**src/rtl/link_upstream_ddr_multi.sv**
```systemverilog
// Multi-channel upstream DDR link serializer: FIFO-buffered core words are
// sent as two phases across NUM_CH channels, gated by a token-refilled credit pool.
module link_upstream_ddr_multi #(
  parameter int NUM_CH      = 2,
  parameter int CH_WIDTH    = 8,
  parameter int FIFO_DEPTH  = 4,
  parameter int MAX_CREDITS = 64,
  parameter int TOKEN_BATCH = 8
) (
  input  logic                                 clk,
  input  logic                                 rst,
  input  logic [2*NUM_CH*CH_WIDTH-1:0]         core_data_i,
  input  logic                                 core_valid_i,
  output logic                                 core_ready_o,
  input  logic                                 token_i,
  output logic [NUM_CH*CH_WIDTH-1:0]           io_data_o,
  output logic                                 io_valid_o,
  output logic                                 io_phase_o,
  output logic [$clog2(MAX_CREDITS):0]         credits_o,
  output logic [$clog2(FIFO_DEPTH):0]          fifo_count_o,
  output logic                                 overflow_err_o
);

  localparam int IOW = NUM_CH * CH_WIDTH;
  localparam int WW  = 2 * IOW;
  localparam int PW  = $clog2(FIFO_DEPTH);
  localparam int CW  = $clog2(FIFO_DEPTH) + 1;
  localparam int KW  = $clog2(MAX_CREDITS) + 1;
  localparam int SW  = KW + 2;

  typedef enum logic [1:0] {
    IDLE = 2'd0,
    PH0  = 2'd1,
    PH1  = 2'd2
  } state_e;

  state_e         state_q, state_d;
  logic [WW-1:0]  mem_q [FIFO_DEPTH];
  logic [PW-1:0]  wptr_q, rptr_q;
  logic [CW-1:0]  count_q, count_d;
  logic [KW-1:0]  credits_q, credits_d;
  logic           ovf_q, ovf_d;
  logic [WW-1:0]  word_q, word_d;
  logic [IOW-1:0] data_q, data_d;
  logic           valid_q, valid_d;
  logic           phase_q, phase_d;
  logic [SW-1:0]  sum;
  logic           push, pop, can_send, over;

  assign core_ready_o   = (count_q != CW'(FIFO_DEPTH));
  assign push           = core_valid_i && core_ready_o;
  assign can_send       = (count_q != '0) && (credits_q != '0);
  assign io_data_o      = data_q;
  assign io_valid_o     = valid_q;
  assign io_phase_o     = phase_q;
  assign credits_o      = credits_q;
  assign fifo_count_o   = count_q;
  assign overflow_err_o = ovf_q;

  always_ff @(posedge clk) begin
    if (rst) begin
      state_q <= IDLE;
    end else begin
      state_q <= state_d;
    end
  end

  always_comb begin
    state_d = state_q;
    pop     = 1'b0;
    unique case (state_q)
      IDLE: begin
        if (can_send) begin
          pop     = 1'b1;
          state_d = PH0;
        end
      end
      PH0: state_d = PH1;
      PH1: begin
        if (can_send) begin
          pop     = 1'b1;
          state_d = PH0;
        end else begin
          state_d = IDLE;
        end
      end
      default: state_d = IDLE;
    endcase
  end

  // Outputs are registered, so they are derived from the next state.
  always_comb begin
    word_d  = pop ? mem_q[rptr_q] : word_q;
    valid_d = 1'b0;
    phase_d = 1'b0;
    data_d  = '0;
    unique case (state_d)
      PH0: begin
        valid_d = 1'b1;
        data_d  = word_d[IOW-1:0];
      end
      PH1: begin
        valid_d = 1'b1;
        phase_d = 1'b1;
        data_d  = word_d[WW-1:IOW];
      end
      default: ;
    endcase
  end

  always_comb begin
    count_d = count_q + CW'(push) - CW'(pop);
    sum     = {2'b00, credits_q} - SW'(pop)
            + (token_i ? SW'(TOKEN_BATCH) : '0);
    over    = (sum > SW'(MAX_CREDITS));
    credits_d = over ? KW'(MAX_CREDITS) : sum[KW-1:0];
    ovf_d   = ovf_q | over;
  end

  always_ff @(posedge clk) begin
    if (push) begin
      mem_q[wptr_q] <= core_data_i;
    end
  end

  always_ff @(posedge clk) begin
    if (rst) begin
      wptr_q    <= '0;
      rptr_q    <= '0;
      count_q   <= '0;
      credits_q <= KW'(MAX_CREDITS);
      ovf_q     <= 1'b0;
      word_q    <= '0;
      data_q    <= '0;
      valid_q   <= 1'b0;
      phase_q   <= 1'b0;
    end else begin
      if (push) wptr_q <= wptr_q + PW'(1);
      if (pop)  rptr_q <= rptr_q + PW'(1);
      count_q   <= count_d;
      credits_q <= credits_d;
      ovf_q     <= ovf_d;
      word_q    <= word_d;
      data_q    <= data_d;
      valid_q   <= valid_d;
      phase_q   <= phase_d;
    end
  end

endmodule

```
**config.mk**
```make
export PLATFORM = sky130hd
export DESIGN_NAME = link_upstream_ddr_multi
export DESIGN_NICKNAME = d
export VERILOG_FILES = /design/src/rtl/link_upstream_ddr_multi.sv
export SDC_FILE = /design/constraint.sdc
export NUM_CORES = 1
export LEC_CHECK = 0
export CORE_MARGIN = 1.5
export CORE_UTILIZATION = 32
export CTS_BUF_LIST = sky130_fd_sc_hd__clkbuf_2
export DETAILED_ROUTE_END_ITERATION = 8
export SYNTH_ARGS = -nofsm -noshare
export SYNTH_HDL_FRONTEND = slang
export SYNTH_SLANG_ARGS = --single-unit
```
**constraint.sdc**
```tcl
create_clock -name clk -period 3.72 [get_ports clk]
set_input_delay 1.116 -clock clk [delete_from_list [all_inputs] [get_ports clk]]
set_output_delay 1.116 -clock clk [all_outputs]
set_load 0.05 [all_outputs]
```
==> results.yml <==
min_path:
  worst_hold_path_type: "flip-flop to flip-flop"
detailed_routing:
  drc: 0
  routedLengthMet1_mm: 5.73
  totalWireLength_mm: 13.3
  via_count: 3734
  drt-vias-per-instance: 4.74
  top_layer_used: "met4"
  routed-wl-met3_um: 979
  drt-initial-drc-count: 321
  met2_wirelength_mm: 6.47
  drt-wirelength-per-cell_um: 16.9
  antenna_violating_nets_post_route: 0
  drt_pass1_iterations: 5
timing:
  hold_slack_ps: 471
  skew_ps: 33.6
  worst_slew_pin_slew_ps: 749
  setup_viol_count_final: 0
  final.setup.tns_ps: 0
  max_freq_mhz: 273
  maxSlewHeadroom: 0.498
  finalHoldViolCount: 0
  min_period_over_period: 0.986
  period_needed_ps: 3670
  maxSlewViolCount: 0
final_layout:
  drive_gt1_frac: 0.182
  post-route-cell-area_um2: 8050
  multi_input_comb_area_um2: 1780
  layout.cells.non_filler: 788
  fillerInstances: 2004
  synthToLayoutAreaGrowth_pct: 18.4
  seqCellArea_um2: 4890
  finish.net_count: 546
logic_synthesis:
  synth-seq-area-share: 0.719
  synth_enable_flop_cells: 128
  yosys.cell_count.top_type: "edfxtp_1"
  dominantRegCellSynth: "edfxtp_1"
  synthTopCellsByCount: "edfxtp_1 (128), nand2_1 (54), dfxtp_1 (52)"
  synth.ff_latch_count: 180
  postSynthNetCount: 472
  yosys_warnings: 0
  synth.cell_area_um2: 6800
  synth_top_cell_by_area: "edfxtp_1"
  async_reset_ff_frac: 0
  synth_top_cell_area_share: 0.565
  synth.lib_cells_used.distinct: 39
  syn_inst: 425
  per_instance_average_area_after_synthesis_um2: 16.0
  ys_top_cells_by_area: "edfxtp_1 (57%), dfxtp_1 (15%), mux4_2 (11%)"
placed_design:
  placed_cells_incl_taps: 753
  port_buffers: 65
  global_placement_routability_congestion: 0.765
  hpwl_mm: 8.22
  post_dp_cell_area_um2: 7790
cts:
  h_tree_depth: 4
  cts.reportedPaths.clkPinSlew_ps: 220
  clock_path_buffers: 2
  cts_tree: "yes"
  clock_sink_count: 180
  clock_latency_ps: 700
  tritoncts.num_buffers: 17
  clk_root_buffer_cell: "clkbuf_2"
setup_path:
  startpoint_class: "flip-flop"
  timing_worst_setup_path_type: "flip-flop to flip-flop"
  worst_ep_required_time_ps: 4330
  endpoint_kind: "flip-flop"
  critical_path.most_common_cell: "ha_1"
  critPathSlowestCell: "or4_4"
  timing.critical_path.slowest_cell_delay_ps: 570
  worst-endpoint-arrival_ps: 4280
  crit_path_cell_trace: "or4_4, nor2_1, a211o_1, clkinv_2, ha_1, nand2b_1, nor2_1, xor2_1, ha_1, ha_1, inv_1, nand3_1, or3_1, a21oi_2, o2111ai_4, nand2b_4"
  crit_fanout: 7
die:
  floorplan.initialDensity: 0.324
  die_area_um2: 22100
  fp.coreArea_um2: 21000
  die-width_um: 149
  fp-row-count: 53
  boundaryPins: 66
  die_height_um: 149
power_and_ir_drop:
  power.share.clock: 0.156
  vdd_drop_max_v: 0.000251
  power_per_cell_area_nw_per_um2: 729
  power_dissipated_by_switching_net_loads_mw: 2.14
  power.share.sequential: 0.461
  swShare: 0.365
  comb_power_share: 0.383
  leakagePower_nw: 2.67
  intPower_mw: 3.73
grt:
  grt_start_max_net_pins: 34
  globalRouteTotalUtil: 0.126
  via_count_of_the_first_global_routing_pass: 3767
  global_route.overflow_total: 0
  grt_pass1_wl_mm: 20.5
  grt_antenna_before_repair: 1
run:
  max_cap_viol_count: 0
status:
  run_status: "finished clean"
==> power groups by stage <==
stage          Clock (mW)  Combinational, mW  Sequential (mW)
6_report            0.918               2.25             2.70
5_1_grt              1.05               2.43             2.75
4_1_cts             0.966               2.21             2.71
3_5_place_dp            0               2.20             2.76
3_3_place_gp            0               2.16             2.74
2_1_floorplan           0               1.21             3.09
==> cell families (layout without fill, tap and decap cells) <==
logic type               count (synthesis)  in the layout  synth area share
flip-flops                             180            180             0.719
AND/OR/NAND/NOR                         95             95            0.0637
AO/OA/AOI/OAI                           58             58            0.0532
buffers and inverters                   38            125            0.0230
multiplexers                            32             32             0.106
adder cells (fa/ha/maj)                 11             11            0.0214
XOR/XNOR                                11             11            0.0142
other                                    0              1                 0
==> cell type report <==
class / instances / area share
multi-input combinational: 207 / 0.222
clock buffer: 20 / 0.0124
clock inverter: 12 / 0.0143
inverter: 14 / 0.00669
tap: 275 / 0.0428
sequential: 180 / 0.608
timing repair buffer: 79 / 0.0939
antenna: 1 / 0.000311
==> repair_timing <==
item	CTS	global route
setup buffers	0	2
endpoints found under the setup margin	0	8
endpoints found under the hold margin	0	0
gates resized for setup	0	5
hold buffers	0	0
==> final timing paths <==
| path | start | to | slack (ps) | depth (start not counted) |
|---|---|---|---|---|
| setup / recovery | credits_o[4] | credits_o[6] | 50 | 16 |
| setup reg to reg | credits_o[4] | credits_o[6] | 50 | 16 |
| hold reg to reg | word_q[16] | word_q[16] | 470 | 2 |
| hold / removal | word_q[16] | word_q[16] | 470 | 2 |
==> state kept, by name, summed over array words and instances, names as in the netlist, named ones only <==
name            flops
wptr_q              2
io_data_o          16
rptr_q              2
io_valid_o          1
word_q             16
fifo_count_o        3
overflow_err_o      1
state_q             2
mem_q             128
credits_o           7
==> routing by layer <==
metal  up-vias  track usage
li1       1746            -
met1      1853        0.160
met2       124        0.203
met3        11       0.0394
met4         0       0.0421
met5         -            0
==> stage by stage <==
stage               total power [mW]  setup WS [ps]   util
CTS                             5.89           27.0  0.382
global route                    6.23          -64.5  0.384
global placement                4.90            183  0.372
finish                          5.87           52.8  0.384
floorplan                       4.30           21.5      -
detailed placement              4.96           63.3  0.372
==> placed cells by master (no fill, tap or decap), types with 5 or more instances in the layout <==
master           count
a22oi_1             15
clkdlybuf4s50_1     65
dfxtp_1             48
inv_1               12
nor2_1              18
o21ai_0             15
nand2_1             54
ha_1                 9
edfxtp_1           128
a21oi_1             19
buf_4               14
mux4_2              32
clkbuf_2            20
xnor2_1              6
clkinv_2             7
xor2_1               5
==> critical path: cells and delay by family (launching register included) <==
family                   cells  cell delay [ps]
AO/OA/AOI/OAI                3              600
buffers and inverters        2              160
adder cells (fa/ha/maj)      3              760
XOR/XNOR                     1              140
AND/OR/NAND/NOR              7             1560
flip-flops                   1              390
Note: power is estimated with default switching activity, not from simulation.
